<file path="config.mk">
export PLATFORM = sky130hd
export DESIGN_NAME = enemy_ctl
export DESIGN_NICKNAME = d
export VERILOG_FILES = /design/src/rtl/enemy_ctl_pkg.sv /design/src/rtl/vsync_tick.sv /design/src/rtl/enemy_ctl.sv
export SDC_FILE = /design/constraint.sdc
export NUM_CORES = 1
export LEC_CHECK = 0
export ABC_CLOCK_PERIOD_IN_PS = 4100
export BUFFER_PORTS_ARGS = -buffer_cell sky130_fd_sc_hd__buf_2
export CORE_MARGIN = 3
export CORE_UTILIZATION = 55
export CTS_CLUSTER_SIZE = 25
export DETAILED_ROUTE_END_ITERATION = 16
export MAX_ROUTING_LAYER = met4
export PLACE_DENSITY = 0.83
export SLEW_MARGIN = 15
export SYNTH_ARGS = -nofsm -noshare
export SYNTH_HDL_FRONTEND = slang
export SYNTH_SLANG_ARGS = --single-unit
</file>
<file path="constraint.sdc">
create_clock -name pclk -period 4.1 [get_ports pclk]
set_clock_uncertainty 0.15 [all_clocks]
set_input_delay 1.025 -clock pclk [delete_from_list [all_inputs] [get_ports pclk]]
set_output_delay 1.025 -clock pclk [all_outputs]
set_load 0.01 [all_outputs]
</file>
<file path="src/rtl/enemy_ctl_pkg.sv">
// Shared definitions for the enemy blocks: FSM state and sweep direction encodings, coordinate width.
package enemy_ctl_pkg;

    localparam int COORD_W = 11;

    typedef enum logic [2:0] {
        ST_SPAWN   = 3'd0,
        ST_MOVE_R  = 3'd1,
        ST_MOVE_L  = 3'd2,
        ST_DESCEND = 3'd3,
        ST_DEAD    = 3'd4
    } state_t;

    typedef enum logic {
        DIR_RIGHT = 1'b0,
        DIR_LEFT  = 1'b1
    } dir_t;

    // Counter width for a frame count; never narrower than one bit.
    function automatic int cnt_w(input int n);
        return (n > 1) ? $clog2(n) : 1;
    endfunction

endpackage

</file>
<file path="src/rtl/vsync_tick.sv">
// Frame tick generator: one-pclk pulse on each vsync_in rising edge.
// Latency: tick is high the cycle after vsync_in is first sampled high; no backpressure.
module vsync_tick (
    input  logic pclk,
    input  logic rst,
    input  logic vsync_in,
    output logic tick
);

    logic vs_d;

    always_ff @(posedge pclk) begin
        if (rst) begin
            vs_d <= 1'b0;
            tick <= 1'b0;
        end else begin
            vs_d <= vsync_in;
            tick <= vsync_in & ~vs_d;
        end
    end

endmodule

</file>
<file path="src/rtl/enemy_ctl.sv">
// Single-enemy sweep controller: right, drop, left, drop; killed by hit, escapes past Y_LIMIT, respawns.
// Outputs registered, updated one pclk after the tick pulse; no backpressure (ticks dropped while disabled).
module enemy_ctl
    import enemy_ctl_pkg::*;
#(
    parameter int unsigned X_START        = 100,
    parameter int unsigned Y_START        = 50,
    parameter int unsigned X_MIN          = 0,
    parameter int unsigned X_MAX          = 1023,
    parameter int unsigned WIDTH          = 50,
    parameter int unsigned STEP           = 2,
    parameter int unsigned DROP_FRAMES    = 10,
    parameter int unsigned Y_LIMIT        = 700,
    parameter int unsigned RESPAWN_FRAMES = 120
) (
    input  logic               pclk,
    input  logic               rst,
    input  logic               vsync_in,
    input  logic               enable,
    input  logic               hit,
    output logic [COORD_W-1:0] xpos,
    output logic [COORD_W-1:0] ypos,
    output logic               on,
    output logic               killed,
    output logic               escaped
);

    localparam int DW = cnt_w(DROP_FRAMES);
    localparam int RW = cnt_w(RESPAWN_FRAMES);

    localparam logic [COORD_W-1:0] X_SPAWN   = COORD_W'(X_START);
    localparam logic [COORD_W-1:0] Y_SPAWN   = COORD_W'(Y_START);
    localparam logic [COORD_W-1:0] X_LEFT    = COORD_W'(X_MIN);
    localparam logic [COORD_W-1:0] X_RIGHT   = COORD_W'(X_MAX - WIDTH);
    localparam logic [COORD_W-1:0] Y_END     = COORD_W'(Y_LIMIT);
    localparam logic [COORD_W-1:0] STEP_C    = COORD_W'(STEP);
    localparam logic [COORD_W:0]   STEP_E    = (COORD_W+1)'(STEP);
    localparam logic [COORD_W:0]   LEFT_TRIP = (COORD_W+1)'(X_MIN + STEP);
    localparam logic [DW-1:0]      DROP_LAST = DW'(DROP_FRAMES - 1);
    localparam logic [RW-1:0]      RESP_LAST = RW'(RESPAWN_FRAMES - 1);

    if (X_MIN + STEP > X_MAX - WIDTH) begin : g_bad_range
        $error("enemy_ctl: X_MIN+STEP must not exceed X_MAX-WIDTH");
    end

    logic          tick;
    state_t        state;
    dir_t          dir;
    logic [DW-1:0] drop_cnt;
    logic [RW-1:0] resp_cnt;

    // One bit wider than the coordinates so an edge compare can never wrap.
    logic [COORD_W:0] x_up;
    logic [COORD_W:0] y_up;
    assign x_up = {1'b0, xpos} + STEP_E;
    assign y_up = {1'b0, ypos} + STEP_E;

    vsync_tick u_vsync_tick (
        .pclk     (pclk),
        .rst      (rst),
        .vsync_in (vsync_in),
        .tick     (tick)
    );

    always_ff @(posedge pclk) begin
        if (rst) begin
            state    <= ST_SPAWN;
            dir      <= DIR_RIGHT;
            drop_cnt <= '0;
            resp_cnt <= '0;
            xpos     <= X_SPAWN;
            ypos     <= Y_SPAWN;
            on       <= 1'b0;
            killed   <= 1'b0;
            escaped  <= 1'b0;
        end else begin
            killed  <= 1'b0;
            escaped <= 1'b0;
            // A hit on a live enemy beats any motion or escape in the same cycle, even when disabled.
            if (hit && (state == ST_MOVE_R || state == ST_MOVE_L || state == ST_DESCEND)) begin
                on       <= 1'b0;
                killed   <= 1'b1;
                resp_cnt <= '0;
                state    <= ST_DEAD;
            end else if (tick && enable) begin
                case (state)
                    ST_SPAWN: begin
                        on    <= 1'b1;
                        xpos  <= X_SPAWN;
                        ypos  <= Y_SPAWN;
                        dir   <= DIR_RIGHT;
                        state <= ST_MOVE_R;
                    end
                    ST_MOVE_R: begin
                        if (x_up >= {1'b0, X_RIGHT}) begin
                            xpos     <= X_RIGHT;
                            dir      <= DIR_LEFT;
                            drop_cnt <= '0;
                            state    <= ST_DESCEND;
                        end else begin
                            xpos <= x_up[COORD_W-1:0];
                        end
                    end
                    ST_MOVE_L: begin
                        if ({1'b0, xpos} <= LEFT_TRIP) begin
                            xpos     <= X_LEFT;
                            dir      <= DIR_RIGHT;
                            drop_cnt <= '0;
                            state    <= ST_DESCEND;
                        end else begin
                            xpos <= xpos - STEP_C;
                        end
                    end
                    ST_DESCEND: begin
                        if (y_up >= {1'b0, Y_END}) begin
                            ypos     <= Y_END;
                            escaped  <= 1'b1;
                            on       <= 1'b0;
                            resp_cnt <= '0;
                            state    <= ST_DEAD;
                        end else begin
                            ypos <= y_up[COORD_W-1:0];
                            if (drop_cnt == DROP_LAST) begin
                                state <= (dir == DIR_LEFT) ? ST_MOVE_L : ST_MOVE_R;
                            end else begin
                                drop_cnt <= drop_cnt + 1'b1;
                            end
                        end
                    end
                    ST_DEAD: begin
                        on <= 1'b0;
                        if (resp_cnt == RESP_LAST) begin
                            xpos     <= X_SPAWN;
                            ypos     <= Y_SPAWN;
                            resp_cnt <= '0;
                            state    <= ST_SPAWN;
                        end else begin
                            resp_cnt <= resp_cnt + 1'b1;
                        end
                    end
                    default: state <= ST_SPAWN;
                endcase
            end
        end
    end

endmodule
</file>
### Word-level counts from Yosys, hierarchy flattened

Index checks and enable logic that the tools add are counted.

| storage, ports and cells | value |
|---|---|
| register bits | 42 |
| output and inout port bits | 25 |
| bits of input ports | 5 |

| cells by class | value |
|---|---|
| reductions and logical operators | 21 |
| $add $sub $neg | 5 |
| multiplexer cells | 31 |
| bitwise logic cells | 5 |
| $lt $le $gt $ge | 3 |
| equality and inequality tests | 17 |

Operators by type and width:

| kind | count |
|---|---|
| $mux 11 | 5 |
| $pmux 11 s4 | 1 |
| $pmux 11 s3 | 1 |
| $add 11x2->12 const B | 2 |
| $ge 12x10->1 const B | 2 |
| $mux 3 | 7 |
| $mux 4 | 4 |
| $pmux 3 s5 | 1 |
| $reduce_and 5->1 | 3 |
| $mux 7 | 2 |
| $pmux 7 s2 | 1 |
| $pmux 4 s3 | 1 |
| $le 11x2->1 const B | 1 |
| $sub 11x2->11 const B | 1 |
| $ne 3x1->1 const B | 3 |
| $reduce_bool 3->1 | 3 |
| $reduce_and 4->1 | 2 |
| $add 7x1->7 const B | 1 |
| $eq 7x7->1 const B | 1 |
| $reduce_and 7->1 | 1 |
| $eq 3x2->1 const B | 2 |
| $ne 2x1->1 const B | 3 |
| $ne 2x2->1 const B | 3 |
| $pmux 1 s3 | 2 |
| 18 further kinds | 29 |

### Logic depth before layout (Yosys ltp)

Gate-level depths: netlist of run 1.

| logic depth | value |
|---|---|
| depth after elaboration | 6 |
| depth in mapped cells | 11 |
| depth with buffers taken out | 9 |

### Cells and area by module

Synthesis of run 1 repeated with hierarchy kept, for this count alone.

| second synthesis, totals | value |
|---|---|
| cell total of the unflattened synthesis | 363 |
| area, all modules | 2755.1 um^2 |

By module, submodules not included:

| module | instances | sequential area each (um^2) | area an instance (um^2) | cells an instance |
|---|---|---|---|---|
| enemy_ctl | 1 | 780.7 | 2696.3 | 359 |
| vsync_tick | 1 | 40.0 | 58.8 | 4 |

### Worst setup path after synthesis of run 1

Ideal clock, no wire load.

| timing path | value |
|---|---|
| path kind | input to register |
| start point | in hit |
| end point | reg xpos[2] |
| cell stages on the path | 7 |
| data arrival time | 2.267 ns |
| required time | 3.827 ns |
| buffers on the path | 0 |
| slack | 1.560 ns |
| path through | a211oi_1 nor2_1 nor2_4 nand2_1 a211oi_1 a22oi_1 or2_2 |

| between the ends | value |
|---|---|
| cells in the longest elaborated chain, start to end | 3 |

Ends and longest elaborated chain:

| item | line | RTL |
|---|---|---|
| from (decl) | enemy_ctl.sv:20 | `input logic hit,` |
| $logic_and 1x1->1 | enemy_ctl.sv:80 | `if (hit && (state == ST_MOVE_R \|\| state == ST_MOVE_L \|\| state == ST_DESCEND)) begin` |
| $not 1->1 (no line) | -- |  |
| $reduce_and 4->1 (no line) | -- |  |
| to (signal assigned) | enemy_ctl.sv:101 | `xpos <= x_up[COORD_W-1:0];` |
| to (signal assigned) | enemy_ctl.sv:111 | `xpos <= xpos - STEP_C;` |
| to (decl) | enemy_ctl.sv:21 | `output logic [COORD_W-1:0] xpos,` |

No other way between the ends.
A chain may end at the register's enable or synchronous reset.

### Worst setup path in the final report of run 1

| timing path | value |
|---|---|
| start point | reg xpos[1] |
| end point | reg dir |

| between the ends | value |
|---|---|
| cells in the longest elaborated chain, start to end | 4 |
| elaborated cells between the ends (all ways) | 6 |

Ends and longest elaborated chain:

| item | line | RTL |
|---|---|---|
| $add 11x2->12 | enemy_ctl.sv:55 | `assign x_up = {1'b0, xpos} + STEP_E;` |
| $ge 12x10->1 | enemy_ctl.sv:95 | `if (x_up >= {1'b0, X_RIGHT}) begin` |
| $ne 2x1->1 (no line) | -- |  |
| $reduce_and 5->1 (no line) * | -- |  |
| to (signal assigned) | enemy_ctl.sv:91 | `dir <= DIR_RIGHT;` |
| to (signal assigned) | enemy_ctl.sv:97 | `dir <= DIR_LEFT;` |
| to (signal assigned) | enemy_ctl.sv:107 | `dir <= DIR_RIGHT;` |
| to (decl) | enemy_ctl.sv:48 | `dir_t dir;` |

Every way passes the cells marked *; elsewhere a longest branch is shown, timed or not.

==> flow_summary_export.csv, run 1 <==
group,metric,value,unit
critical_path,cp_data_required_time,4110,ps
synth,synth_ff_type,"dfxtp_1",
synth,ys_seq_area_share,30.0,%
grt,use_met3,4.14,%
synth,synth-edff-count,0,
placed_design,dpl.hpwl,4670,um
worst_hold_path,hp-class,"reg2reg",
timing,worst_slew_pin_slew,867,ps
final_layout,area_delta_synth_final,6.82,%
grt,antenna_found_initial,0,
placed_design,place_area,0.00285,mm2
routing,drt-pass1-iter-count,5,
floorplan,die_h,76.5,um
critical_path,setup.worst_path.end_class,"register",
timing,slew_headroom,42.0,%
synth,async_flop_share,0,%
run,drv_cap,0,
floorplan,row_count,25,
clocking,cts_resized,0,
synth,yosys_warnings,0,
critical_path,r2r-end,"dir",
grt,grt_pass1_wl,11100,um
final_layout,multiInputGateArea,0.00176,mm2
synth,ys_top_cells_by_count,"54 x nor2_1, 41 x dfxtp_1, 35 x nand2_1",
placed_design,io_buffer_count,28,
timing,drv_slew,0,
clocking,ctsHoldBuffers,0,
power_and_ir_drop,vdd_drop_max,0.202,mV
worst_hold_path,hold_start,"u_vsync_tick.vs_d",
power_and_ir_drop,p_total,703,uW
floorplan,core,0.00475,mm2
grt,grt_pass1_vias,2375,
synth,synth_top_area_cell,"dfxtp_1",
floorplan,die_area,0.00585,mm2
timing,tns,0,ps
routing,drcViolationCount,0,
synth,ys_types,64,
grt,met1_usage,29.3,%
clocking,clk_pin_slew,80,ps
critical_path,reg2reg_from,"xpos[1]",
synth,syn_avg_cell_area,7.51,um2
grt,grt_overflow,0,
final_layout,regArea,821,um2
clocking,cts_tree,"yes",
routing,postRouteWirelength,6570,um
clocking,htreeDepth,2,
synth,syn_area,0.00273,mm2
timing,final.min_clock_period,3050,ps
routing,ant_nets,0,
grt,grt_max_degree,31,
final_layout,nNetsFinal,388,
grt,use_met2,37.8,%
routing,dr_total_vias,2761,
routing,drtIter0Drc,224,
outcome,outcome,"complete, no violations",
placed_design,gp_congestion,0.957,
timing,setup_violations,0,
clocking,cts_buffers,5,
placed_design,placed_cells,437,
grt,grt_busiest_layer,"met2",
final_layout,n_antenna_cell,0,
final_layout,drive_above_1_share,14.6,%
worst_hold_path,holdPathEnd,"u_vsync_tick.tick",
clocking,cts-root-buf,"clkbuf_8",
timing,fin_hold_ws,232,ps
final_layout,nFillCells,460,
floorplan,initial_core_util,57.5,%
critical_path,reg2reg_slack,1050,ps
final_layout,layoutNonFillerInstCount,443,
clocking,clock_latency,290,ps
worst_hold_path,min_path_cells,1,
synth,synth_seq_cells,41,
timing,rsz0062_at_grt,"false",
clocking,cts_setup_buffers,0,
synth,yosys-top-cells-area,"dfxtp_1 30%, nor2_1 7.4%, nand2_1 4.8%",
synth,syn_inst,364,
routing,drt-vias-per-instance,6.23,
critical_path,crit_type,"reg2reg",
clocking,clock_path_buffers,2,
synth,syn_nets,375,
floorplan,die_w,76.5,um
synth,synth.most_common_cell,"nor2_1",
clocking,cts.sinks,41,
timing,post-route-period-util,74.4,%
grt,track_usage,23.2,%
synth,synth_top_area_share,30.0,%
timing,max_freq,0.328,GHz
critical_path,worst-r2r-cell-count,9,
final_layout,finalInstanceArea,0.00292,mm2
critical_path,crit_path_start_kind,"register",
critical_path,crit_fanout,13,
power_and_ir_drop,powerDensity,241,mW/mm2
critical_path,arrival,3060,ps
power_and_ir_drop,leakagePower,1.03,nW
timing,final-hold-violation-count,0,
routing,wl_per_cell,14.8,um
floorplan,io_pins,30,
[final cells by class]
class	instances	area share, %
timing repair buffer	28	4.80
clock inverter	1	0.171
multi-input combinational	291	60.4
tap	67	2.87
clock buffer	5	2.36
sequential	41	28.1
inverter	10	1.29
[flip-flops by register name, summed over array words and instances, names as in the netlist]
| name | cells |
|---|---|
| xpos | 11 |
| ypos | 10 |
| resp_cnt | 7 |
| drop_cnt | 4 |
| state | 3 |
| dir | 1 |
| escaped | 1 |
| killed | 1 |
| on | 1 |
| u_vsync_tick.tick | 1 |
| u_vsync_tick.vs_d | 1 |
[cells by family after synthesis]
logic type	Yosys count	share of synthesized area, %
XOR/XNOR	8	2.56
adder cells (fa/ha/maj)	6	2.75
AO/OA/AOI/OAI	103	25.5
multiplexers	5	2.43
AND/OR/NAND/NOR	168	31.1
other	1	0.137
flip-flops	41	30.0
buffers and inverters	32	5.45
[per-stage QoR]
step / worst slack [ps] / utilization [%]
global route: 762 / 61.4
floorplan: 1560 / -
global placement: 1170 / 59.9
detailed placement: 1120 / 59.9
finish: 1050 / 61.4
CTS: 1110 / 61.4
[cells in the final DEF (no fill, tap or decap), types with 9 or more instances in the layout]
master,count
o21ai_0,25
nand3_1,10
nor2_1,54
a21oi_1,25
buf_2,28
dfxtp_1,41
nand2_1,35
inv_1,10
nor2b_1,9
nor3_1,13
[layer usage]
metal	vias up	wire length, um
li1	1345	-
met1	1275	2850
met2	127	3150
met3	14	450
met4	0	118
met5	-	0
[power breakdown]
part | leakage, nW | switching, mW | total, mW | internal, mW
clock | 0.0399 | 0.132 | 0.244 | 0.112
combinational | 0.658 | 0.0341 | 0.0499 | 0.0158
sequential | 0.331 | 0.00710 | 0.409 | 0.402
total | 1.03 | 0.174 | 0.703 | 0.530
[worst max-delay path, cell delays in order (launching register included)]
cell and delay (ps):
dfxtp_1 560, ha_1 400, nand3_2 150, nor2_2 260
xor2_1 170, nand4_1 140, o21ai_2 430, nand2_1 220
nor4_1 290, o32ai_1 140
[how the worst max path moves through the flow]
stage / slack (ps) / from / endpoint
floorplan: 1560 / hit / xpos[2]
global placement: 1170 / xpos[1] / drop_cnt[3]
global route: 760 / xpos[1] / dir
CTS: 1110 / xpos[1] / drop_cnt[3]
finish: 1050 / xpos[1] / dir
detailed placement: 1120 / xpos[1] / drop_cnt[1]
(Power assumes the default switching activity.)
==> run 2, diff against run 1 <==
- ABC_CLOCK_PERIOD_IN_PS: 4100 -> 2500
- CORE_UTILIZATION: 55 -> 53
- clock period: 4.1 -> 2.5 ns (I/O delays scaled with it)
==> flow_summary_export.csv, run 2 (synthesized netlist as in run 1, its figures left out) <==
group,metric,value,unit
outcome,outcome,"complete, no violations",
run,drv_cap,0,
critical_path,crit_start,"xpos[3]",
grt,grt_pass1_vias,2799,
placed_design,dpl.hpwl,5400,um
timing,worst_slew_pin_slew,553,ps
power_and_ir_drop,p_clk_share,35.7,%
power_and_ir_drop,swShare,26.2,%
timing,final-hold-violation-count,0,
critical_path,arrival,2500,ps
routing,wl_per_cell,15.2,um
grt,grt_pass1_wl,12500,um
grt,track_usage,25.9,%
floorplan,die_w,77.8,um
clocking,cts.sinks,41,
critical_path,cp_slowest_cell,"dfxtp_2",
timing,max_freq,0.411,GHz
clocking,cts-root-buf,"clkbuf_8",
final_layout,most-common-layout-cells,"53 x nor2_1, 52 x buf_4, 34 x nand2_1",
clocking,clk_pin_slew,80,ps
timing,setup_violations,0,
placed_design,gp_congestion,1.00,
critical_path,crit_chain,"nand4_1, or2_2, mux2_2, nand4_1, o21ai_4, nor3b_4, buf_6, nor2_1, a211oi_2",
final_layout,nNetsFinal,443,
critical_path,setup.worst_path.end_class,"register",
final_layout,finalInstanceArea,0.00349,mm2
timing,rsz0062_at_grt,"true",
critical_path,cp_data_required_time,2570,ps
critical_path,cp-endpoint,"drop_cnt[1]",
timing,final.min_clock_period,2430,ps
critical_path,crit_type,"reg2reg",
routing,drt-pass1-iter-count,5,
critical_path,crit_top_cell,"nand4_1",
grt,grt_overflow,0,
power_and_ir_drop,p_int,897,uW
final_layout,largestRegisters,"xpos x11, ypos x10, resp_cnt x7",
grt,antenna_found_initial,0,
power_and_ir_drop,vdd_drop_max,0.299,mV
placed_design,io_buffer_count,28,
final_layout,n_antenna_cell,0,
routing,drcViolationCount,0,
floorplan,io_pins,30,
routing,ant_nets,0,
routing,drtIter0Drc,259,
final_layout,area_delta_synth_final,27.7,%
power_and_ir_drop,p_comb_share,9.6,%
power_and_ir_drop,leakagePower,1.33,nW
floorplan,die_area,0.00606,mm2
floorplan,die_h,77.8,um
timing,fin_hold_ws,250,ps
placed_design,placed_cells,486,
routing,postRouteWirelength,7580,um
critical_path,r2r-end,"drop_cnt[1]",
power_and_ir_drop,powerDensity,348,mW/mm2
final_layout,final_common_cell,"nor2_1",
timing,drv_slew,0,
power_and_ir_drop,pwr-share-seq,54.7,%
timing,tns,0,ps
power_and_ir_drop,power_switching,318,uW
floorplan,initial_core_util,56.4,%
final_layout,layoutNonFillerInstCount,500,
final_layout,drive_above_1_share,32.1,%
clocking,htreeDepth,2,
floorplan,row_count,25,
floorplan,core,0.00485,mm2
critical_path,reg2reg_slack,70,ps
power_and_ir_drop,p_total,1.22,mW
grt,grt_max_degree,30,
final_layout,multiInputGateArea,0.00189,mm2
clocking,clock_latency,300,ps
routing,drt-vias-per-instance,6.04,
critical_path,reg2reg_from,"xpos[3]",
critical_path,crit_fanout,7,
placed_design,place_area,0.00321,mm2
final_layout,largest_reg_flops,11,
clocking,cts_buffers,5,
final_layout,nFillCells,381,
critical_path,slowest_delay,380,ps
worst_hold_path,hp-class,"reg2reg",
timing,post-route-period-util,97.2,%
critical_path,crit_path_start_kind,"register",
critical_path,worst-r2r-cell-count,9,
routing,dr_total_vias,3020,
clocking,cts_tree,"yes",
final_layout,regArea,833,um2
clocking,clock_path_buffers,2,
final_layout,largest-register,"xpos",
clocking,ctsHoldBuffers,0,
timing,slew_headroom,62.7,%
==> run 2: how the worst min path moves through the flow <==
stage | start | end | slack, ps | depth (start not counted)
after floorplan | u_vsync_tick.vs_d | u_vsync_tick.tick | 220 | 1
after global placement | u_vsync_tick.vs_d | u_vsync_tick.tick | 230 | 1
after detailed placement | u_vsync_tick.vs_d | u_vsync_tick.tick | 230 | 1
after CTS | u_vsync_tick.vs_d | u_vsync_tick.tick | 250 | 1
after global routing | u_vsync_tick.vs_d | u_vsync_tick.tick | 250 | 1
final | u_vsync_tick.vs_d | u_vsync_tick.tick | 250 | 1
==> run 2: layout make-up <==
| class | count | share of cell area [%] |
|---|---|---|
| Tap cell | 67 | 2.40 |
| Clock inverter | 3 | 0.502 |
| Clock buffer | 5 | 1.97 |
| Multi-Input combinational cell | 291 | 54.0 |
| Timing Repair Buffer | 83 | 16.2 |
| Inverter | 10 | 1.08 |
| Sequential cell | 41 | 23.9 |
==> run 2: critical path: cells and delay by family, from the launching register on <==
kind	cells	cell delay (ps)
simple gates	5	960
buf+inv	1	150
mux	1	230
compound gates	2	470
flops	1	380
==> run 2: timing repair <==
item	4_1_cts	5_1_grt
pin swaps	0	14
gates resized for setup	9	34
buffers inserted	0	6
setup endpoints to repair	8	27
==> run 2: metal layers <==
| layer | GRT usage [%] | share of wire (%) |
|---|---|---|
| met1 | 29.9 | 41 |
| met2 | 44.6 | 51 |
| met3 | 4.29 | 6.1 |
| met4 | 9.96 | 2.4 |
| met5 | - | 0 |
==> run 2: stage by stage <==
stage,utilization (%),worst slack (ps)
after global placement,66.3,-10.2
final,72.0,69.5
after CTS,68.8,10.2
after floorplan,-,26.6
after global routing,72.0,-46.3
after detailed placement,66.3,-44.2
==> run 2: power groups by stage <==
stage / registers [mW] / logic, mW / clock network, mW
2_1_floorplan: 0.679 / 0.0655 / 0
3_3_place_gp: 0.680 / 0.101 / 0
3_5_place_dp: 0.680 / 0.103 / 0
4_1_cts: 0.665 / 0.105 / 0.444
5_1_grt: 0.665 / 0.127 / 0.474
6_report: 0.664 / 0.117 / 0.434
==> run 3, diff against run 2 <==
- GPL_TIMING_DRIVEN: default -> 0
- SETUP_SLACK_MARGIN: default -> 0.1
==> flow_summary_export.csv, run 3 (synthesized netlist as in run 1, its figures left out) <==
group,metric,value,unit
floorplan,row_count,25,
floorplan,die_w,77.8,um
routing,dr_total_vias,3144,
clocking,ctsHoldBuffers,0,
critical_path,crit_path_start_kind,"register",
final_layout,final_common_cell,"nor2_1",
power_and_ir_drop,p_clk_share,41.7,%
clocking,clock_latency,300,ps
placed_design,dp_slack,-523,ps
final_layout,n_antenna_cell,0,
run,drv_cap,0,
critical_path,crit_start,"ypos[2]",
routing,drt-vias-per-instance,6.33,
floorplan,initial_core_util,56.4,%
floorplan,io_pins,30,
power_and_ir_drop,vdd_drop_max,0.400,mV
clocking,clock_path_buffers,2,
critical_path,arrival,2720,ps
grt,grt_overflow,0,
grt,antenna_found_initial,0,
timing,max_freq,0.373,GHz
clocking,clk_pin_slew,80,ps
critical_path,setup.worst_path.end_class,"register",
critical_path,crit_fanout,5,
timing,tns,-178,ps
placed_design,io_buffer_count,28,
critical_path,cp_data_required_time,2540,ps
grt,track_usage,28.3,%
timing,final-hold-violation-count,0,
critical_path,reg2reg_from,"ypos[2]",
final_layout,drive_above_1_share,38.6,%
final_layout,area_delta_synth_final,39.1,%
timing,drv_slew,0,
final_layout,most-common-layout-cells,"47 x nor2_1, 31 x nand2_1, 31 x dfxtp_1",
grt,grt_max_degree,13,
floorplan,die_area,0.00606,mm2
power_and_ir_drop,pwr-share-seq,48.6,%
power_and_ir_drop,power_switching,329,uW
power_and_ir_drop,p_comb_share,9.7,%
clocking,cts_buffers,5,
routing,postRouteWirelength,8850,um
timing,setup_violations,1,
timing,finalWorstSetupSlack,-178,ps
final_layout,largest_reg_flops,11,
power_and_ir_drop,powerDensity,355,mW/mm2
timing,rsz0062_at_grt,"true",
power_and_ir_drop,p_int,1.02,mW
clocking,cts.sinks,41,
routing,drcViolationCount,0,
critical_path,cp-endpoint,"state[0]",
grt,grt_pass1_vias,2936,
placed_design,placed_cells,459,
floorplan,core,0.00485,mm2
power_and_ir_drop,leakagePower,1.36,nW
timing,slew_headroom,53.9,%
routing,drtIter0Drc,294,
timing,worst_slew_pin_slew,688,ps
final_layout,layoutNonFillerInstCount,497,
timing,fin_hold_ws,239,ps
timing,post-route-period-util,107,%
clocking,cts-root-buf,"clkbuf_8",
final_layout,largest-register,"xpos",
worst_hold_path,hp-class,"reg2reg",
routing,drt-pass1-iter-count,5,
placed_design,dpl.hpwl,5090,um
final_layout,nNetsFinal,440,
critical_path,crit_type,"reg2reg",
critical_path,worst-r2r-cell-count,11,
timing,final.min_clock_period,2680,ps
outcome,violations,"setup timing",
routing,wl_per_cell,17.8,um
final_layout,largestRegisters,"xpos x11, ypos x10, resp_cnt x7",
power_and_ir_drop,p_total,1.35,mW
critical_path,reg2reg_slack,-180,ps
floorplan,die_h,77.8,um
clocking,cts_tree,"yes",
power_and_ir_drop,swShare,24.3,%
grt,grt_pass1_wl,13700,um
placed_design,gp_congestion,0.976,
critical_path,r2r-end,"state[0]",
outcome,outcome,"finished, violations left",
clocking,htreeDepth,2,
routing,ant_nets,0,
## run 3: worst min-delay path by stage
stage                       from           endpoint  slack, ps  depth (start not counted)
2_1_floorplan  u_vsync_tick.vs_d  u_vsync_tick.tick        220                          1
3_3_place_gp   u_vsync_tick.vs_d  u_vsync_tick.tick        220                          1
3_5_place_dp   u_vsync_tick.vs_d  u_vsync_tick.tick        230                          1
4_1_cts        u_vsync_tick.vs_d  u_vsync_tick.tick        240                          1
5_1_grt        u_vsync_tick.vs_d  u_vsync_tick.tick        270                          1
6_report       u_vsync_tick.vs_d  u_vsync_tick.tick        240                          1
## run 3: per-stage QoR
stage               cell area [um2]  util (%)
floorplan                      2770         -
global placement               3000      61.8
detailed placement             3000      61.8
CTS                            3490      72.1
global route                   3800      78.5
finish                         3800      78.5
## run 3: cell type report
| class | count | area (um2) |
|---|---|---|
| clock inverters | 1 | 30.0 |
| well taps | 67 | 83.8 |
| inverters | 10 | 42.5 |
| fillers | 313 | 1040 |
| flip-flops and latches | 41 | 851 |
| repair buffers | 58 | 389 |
| multi-input cells | 291 | 2170 |
| plain buffers | 22 | 149 |
| clock buffers | 7 | 86.3 |
## run 3: power groups by stage
stage | Sequential [mW] | Combinational (mW) | Clock [mW]
finish | 0.657 | 0.132 | 0.563
global route | 0.658 | 0.141 | 0.594
CTS | 0.661 | 0.113 | 0.571
detailed placement | 0.679 | 0.0954 | 0
global placement | 0.678 | 0.0950 | 0
floorplan | 0.679 | 0.0661 | 0
## run 3: layer usage
layer	wire [um]	up-vias	global-route usage, %	share of wire (%)
met2	4460	161	48.4	50
met1	3510	1495	32.6	40
met4	298	0	12.3	3.4
met5	0	-	-	0
met3	583	37	4.52	6.6
li1	-	1451	-	-
## run 3: worst max-delay path: stages (launching register included)
cell	delay, ps
dfxtp_4	370
ha_4	170
buf_4	130
nor2b_1	140
o211ai_1	220
a211oi_2	110
a211oi_2	350
nor2_2	160
buf_6	180
nor3b_2	180
o21ai_1	90
o31ai_1	340
## run 3: what timing repair did
| item | 4_1_cts | 5_1_grt |
|---|---|---|
| pin swaps | 21 | 31 |
| gates resized for setup | 56 | 70 |
| buffers inserted | 20 | 9 |
| setup endpoints to repair | 33 | 33 |
| gates cloned | 0 | 1 |
